### src/rtl/spi_tx_defines.vh
// Shared SPI TX configuration macros.
// Word width plus FIFO depth and almost-full threshold defaults.
`ifndef SPI_TX_DEFINES_VH
`define SPI_TX_DEFINES_VH
`define DATA_WIDTH 32
`define FIFO_DEPTH_LOG2 4
`define FIFO_AFULL_THRESH 14
`endif

### src/rtl/spi_tx_fifo_pkg.sv
// Shared types and helpers for the SPI TX FIFO.
// Sticky error flag bundle and its next-state rule.
`include "spi_tx_defines.vh"
package spi_tx_fifo_pkg;

   localparam int unsigned DEF_DATA_WIDTH   = `DATA_WIDTH;
   localparam int unsigned DEF_DEPTH_LOG2   = `FIFO_DEPTH_LOG2;
   localparam int unsigned DEF_AFULL_THRESH = `FIFO_AFULL_THRESH;

   typedef struct packed {
      logic ovf;
      logic udf;
   } err_flags_t;

   // A new event in the same cycle as a clear keeps the flag set.
   function automatic logic sticky_next(
      input logic q,
      input logic clr,
      input logic ev
   );
      return ev | (q & ~clr);
   endfunction

endpackage

### src/rtl/spi_tx_fifo_mem.sv
// Register-array storage for the SPI TX FIFO.
// Ports: clk_i, we_i, waddr_i, wdata_i (sync write); raddr_i -> rdata_o (async read).
module spi_tx_fifo_mem #(
   parameter int unsigned DATA_WIDTH = 32,
   parameter int unsigned ADDR_WIDTH = 4
) (
   input  logic                  clk_i,
   input  logic                  we_i,
   input  logic [ADDR_WIDTH-1:0] waddr_i,
   input  logic [DATA_WIDTH-1:0] wdata_i,
   input  logic [ADDR_WIDTH-1:0] raddr_i,
   output logic [DATA_WIDTH-1:0] rdata_o
);

   logic [DATA_WIDTH-1:0] mem_q [2**ADDR_WIDTH];

   always_ff @(posedge clk_i) begin
      if (we_i) begin
         mem_q[waddr_i] <= wdata_i;
      end
   end

   assign rdata_o = mem_q[raddr_i];

endmodule

### src/rtl/spi_tx_fifo.sv
// First-word-fall-through transmit FIFO feeding the SPI TX controller.
// Ports: CLK/RST_N, clear, err_clr, push side (write/data_in/full/afull),
// pop side (read/empty/data_out), fifo_tx_level, sticky overflow/underflow.
`include "spi_tx_defines.vh"
module spi_tx_fifo
   import spi_tx_fifo_pkg::*;
#(
   parameter int unsigned DATA_WIDTH   = `DATA_WIDTH,
   parameter int unsigned DEPTH_LOG2   = `FIFO_DEPTH_LOG2,
   parameter int unsigned AFULL_THRESH = `FIFO_AFULL_THRESH
) (
   input  logic                  CLK,
   input  logic                  RST_N,
   input  logic                  clear,
   input  logic                  err_clr,
   input  logic                  fifo_tx_write,
   input  logic [DATA_WIDTH-1:0] fifo_tx_data_in,
   output logic                  fifo_tx_full,
   output logic                  fifo_tx_afull,
   input  logic                  fifo_tx_read,
   output logic                  fifo_tx_empty,
   output logic [DATA_WIDTH-1:0] fifo_tx_data_out,
   output logic [DEPTH_LOG2:0]   fifo_tx_level,
   output logic                  overflow,
   output logic                  underflow
);

   localparam logic [DEPTH_LOG2:0] PTR_ONE = {{DEPTH_LOG2{1'b0}}, 1'b1};

   logic [DEPTH_LOG2:0]   wr_ptr_q, wr_ptr_d;
   logic [DEPTH_LOG2:0]   rd_ptr_q, rd_ptr_d;
   err_flags_t            err_q, err_d;
   logic                  push, pop;
   logic                  ovf_ev, udf_ev;
   logic                  mem_we;
   logic [DATA_WIDTH-1:0] mem_rdata;

   // Extra pointer MSB distinguishes full from empty when low bits match.
   assign fifo_tx_empty = (wr_ptr_q == rd_ptr_q);
   assign fifo_tx_full  =
      (wr_ptr_q[DEPTH_LOG2] != rd_ptr_q[DEPTH_LOG2]) &&
      (wr_ptr_q[DEPTH_LOG2-1:0] == rd_ptr_q[DEPTH_LOG2-1:0]);
   assign fifo_tx_level = wr_ptr_q - rd_ptr_q;
   assign fifo_tx_afull = 32'(fifo_tx_level) >= AFULL_THRESH;

   // A pop on a full FIFO frees the slot this same push lands in.
   assign pop    = fifo_tx_read && !fifo_tx_empty;
   assign push   = fifo_tx_write && (!fifo_tx_full || fifo_tx_read);
   assign ovf_ev = fifo_tx_write && fifo_tx_full && !fifo_tx_read;
   assign udf_ev = fifo_tx_read && fifo_tx_empty;
   assign mem_we = push && !clear;

   always_comb begin
      wr_ptr_d = wr_ptr_q;
      rd_ptr_d = rd_ptr_q;
      if (clear) begin
         wr_ptr_d = '0;
         rd_ptr_d = '0;
      end else begin
         if (push) wr_ptr_d = wr_ptr_q + PTR_ONE;
         if (pop)  rd_ptr_d = rd_ptr_q + PTR_ONE;
      end
      err_d.ovf = sticky_next(err_q.ovf, err_clr, ovf_ev);
      err_d.udf = sticky_next(err_q.udf, err_clr, udf_ev);
   end

   always_ff @(posedge CLK or negedge RST_N) begin
      if (!RST_N) begin
         wr_ptr_q <= '0;
         rd_ptr_q <= '0;
         err_q    <= '0;
      end else begin
         wr_ptr_q <= wr_ptr_d;
         rd_ptr_q <= rd_ptr_d;
         err_q    <= err_d;
      end
   end

   spi_tx_fifo_mem #(
      .DATA_WIDTH (DATA_WIDTH),
      .ADDR_WIDTH (DEPTH_LOG2)
   ) u_mem (
      .clk_i   (CLK),
      .we_i    (mem_we),
      .waddr_i (wr_ptr_q[DEPTH_LOG2-1:0]),
      .wdata_i (fifo_tx_data_in),
      .raddr_i (rd_ptr_q[DEPTH_LOG2-1:0]),
      .rdata_o (mem_rdata)
   );

   // Memory is not reset, so mask stale contents while empty.
   assign fifo_tx_data_out = fifo_tx_empty ? '0 : mem_rdata;
   assign overflow         = err_q.ovf;
   assign underflow        = err_q.udf;

endmodule
### config.mk
export PLATFORM = sky130hd
export DESIGN_NAME = spi_tx_fifo
export DESIGN_NICKNAME = d
export VERILOG_FILES = /design/src/rtl/spi_tx_fifo_pkg.sv /design/src/rtl/spi_tx_fifo_mem.sv /design/src/rtl/spi_tx_fifo.sv
export VERILOG_INCLUDE_DIRS = /design/src /design/src/rtl
export SDC_FILE = /design/constraint.sdc
export NUM_CORES = 1
export LEC_CHECK = 0
export ABC_AREA = 1
export BUFFER_PORTS_ARGS = -buffer_cell sky130_fd_sc_hd__buf_4
export CAP_MARGIN = 20
export CORE_MARGIN = 2
export CORE_UTILIZATION = 62
export CTS_CLUSTER_SIZE = 30
export DETAILED_ROUTE_END_ITERATION = 12
export GPL_ROUTABILITY_DRIVEN = 0
export PLACE_DENSITY = 0.91
export SYNTH_ARGS = -nofsm -noshare
export SYNTH_HDL_FRONTEND = slang
export SYNTH_SLANG_ARGS = --single-unit
### constraint.sdc
create_clock -name CLK -period 4.1 [get_ports CLK]
set_input_delay 0 -clock CLK [delete_from_list [all_inputs] [get_ports CLK]]
set_output_delay 0 -clock CLK [all_outputs]
set_load 0.005 [all_outputs]
==> run metrics <==
Setup Crit Path Kind reg -> out; PwrDens 472 nW/um^2; CTS clk-pin slew, worst paths 70 ps; Overflow after GRT 0; final hold violations 0; sequential share of the synthesized area 68.3%; status complete, no violations; maximum vdd drop 0.000670 V; Core Area 36,500 um^2; Layout area overhead 13.1%; Hold Path Cell Cnt 3; Mapped Cells 2,271; Final ANT Viol Nets 0; arrival time at the worst endpoint 3700 ps; setup slack at placement 939 ps; Worst Skew 35.1 ps; row cnt 70; Post-synth top cells nand2_1, edfxtp_1, inv_1, nand3_1, buf_2; most common cell in the synthesized netlist nand2_1; unique cell type count in the Yosys netlist 28; Synth top area share 67.0%; fin crit period 3700 ps; Vias 16,851; final instance area 26,000 um^2; # IOs 80; CP startpoint kind flop; Post-DP Area 24,000 um^2; Cell Count, Final, Fillers Out 2,874; Worst-Margin Slew 1130 ps; top cells by area, synth edfxtp_1, nand2_1, inv_1, nand3_1, dfrtp_1; top_reg_cell synth edfxtp_1; ys async rst share 2.29%; TritonCTS clock tree yes; Max-slew headroom 24.9%; total track usage 31.3%; leading area contributor after synthesis edfxtp_1; Post-Syn Area 23,000 um^2; setup TNS 0 ps; Initial Utilization 62.9%; Post CTS Setup Buffer Count 0; worst r2r path cells 11; Die Area 38,600 um^2; Routed WL 60,000 um; Setup-failing EPs final 0; hold slack final 212 ps; Root Buffer clkbuf_16; Port-buffer cells 79; vias in the first global route 16,755; clock sinks 524; Required @ worst endpoint 4100 ps; cell count after placement 2,742; CTS Hold Buffers Added 41; CP endpoint kind primary output; fillcell total 2,229; f_max 270 MHz; layout cells sized above 1 8.36%; Hold WC Path Type in -> reg; PnR Total Power 12.3 mW; Clock Tree Buf Depth 3; initial DRC count 2,663; die width 196 um; worst-skew pair later-pin latency 580 ps; Yosys reg bits 524; EDFF count, synth 512; FF+latch area 15,700 um^2; initial antenna violation count 0; Vias/cell 5.86; area used by multi-input combinational logic 5430 um^2; CTS HTree Levels 2; fin worst setup slack 397 ps; Final Slew Violations 0; syn nets 2,319; YS warnings 0; Lkg Pwr 11.2 nW; first-pass GRT wire length 91,500 um; Final Cycle Share 90.3%; largest net degree at the start of global routing 234; max-cap violations 0; Post-CTS Resized 0; TritonCTS Buffers 49; WL per Instance 20.9 um; Mapped Avg Cell Area 10.1 um^2; worst-path fanout max 66; final core occ 71.1%; post-DP HPWL 31,900 um; first drt pass iteration count 6; DRC 0; unrepaired setup endpoints after global routing no; Die H 196 um; Nets 2,414
==> placed cells by master, fill, tap and decap left out, types with 2 or more instances in the layout <==
cell / instances
bufinv_16: 3
clkbuf_16: 51
inv_1: 371
nand4_1: 2
xor2_1: 7
ha_1: 9
clkinv_1: 13
nor2_1: 7
o21ai_0: 7
nand2_1: 898
nand3_1: 274
clkbuf_8: 2
buf_12: 5
clkinv_2: 4
dlygate4sd3_1: 41
dfrtp_4: 2
nor2_4: 19
dfrtp_1: 9
clkbuf_1: 17
edfxtp_1: 512
inv_6: 2
a21oi_1: 33
buf_4: 105
inv_4: 2
==> report_power, final <==
| group | internal (mW) | switching (mW) | leakage [nW] |
|---|---|---|---|
| Clock | 2.50 | 1.92 | 0.743 |
| Combinational | 0.603 | 1.28 | 5.67 |
| Sequential | 5.92 | 0.0368 | 4.77 |
==> final cells by class <==
type / count / area share [%]
Sequential cell: 524 / 60.4
Multi-Input combinational cell: 1263 / 20.9
Inverter: 377 / 5.49
Clock buffer: 70 / 5.27
Timing Repair Buffer: 151 / 5.00
Tap cell: 468 / 2.26
Clock inverter: 20 / 0.646
Antenna cell: 1 / 0.00964
==> metal layers <==
layer	wire, um	part of all wire (%)	GRT usage, %
met4	3020	5.0	15.0
met1	20200	34	39.1
met2	30100	50	53.7
met5	0	0	0
met3	6660	11	5.17
==> critical path: stages, from the launching register on <==
cell     delay, ps
dfrtp_4        490
inv_4           60
buf_4          640
buf_4          780
nand3_1        240
nand2_1        170
nand2_1        100
nand2_1        100
inv_1           50
a21oi_1        290
buf_4          180
==> flip-flops by register name (all words and copies together), names as in the netlist <==
signal,flops
underflow,1
u_mem.mem_q,512
overflow,1
wr_ptr_q,5
rd_ptr_q,5
==> worst paths after layout <==
path                       slack (ps)   startpoint                    to
min                               210      err_clr             underflow
max in group asynchronous        3100        RST_N           rd_ptr_q[0]
min in group asynchronous         540        RST_N           rd_ptr_q[4]
min reg2reg                       530    underflow             underflow
max                               400  rd_ptr_q[1]  fifo_tx_data_out[27]
max reg2reg                       900  rd_ptr_q[2]           wr_ptr_q[1]
==> cells by family (layout without fill, tap and decap cells) <==
kind of cell	count (synthesis)	count (layout)	share of synthesized area [%]
AOI/OAI and AO/OA	42	42	0.921
and+or+nand+nor	1203	1203	21.4
DFF	524	524	68.3
xor gates and xnor gates	8	8	0.305
other	0	1	0
adders and majority gates	10	10	0.578
buffers and inverters	484	618	8.56
No activity file was read; power rests on OpenSTA's default activity.
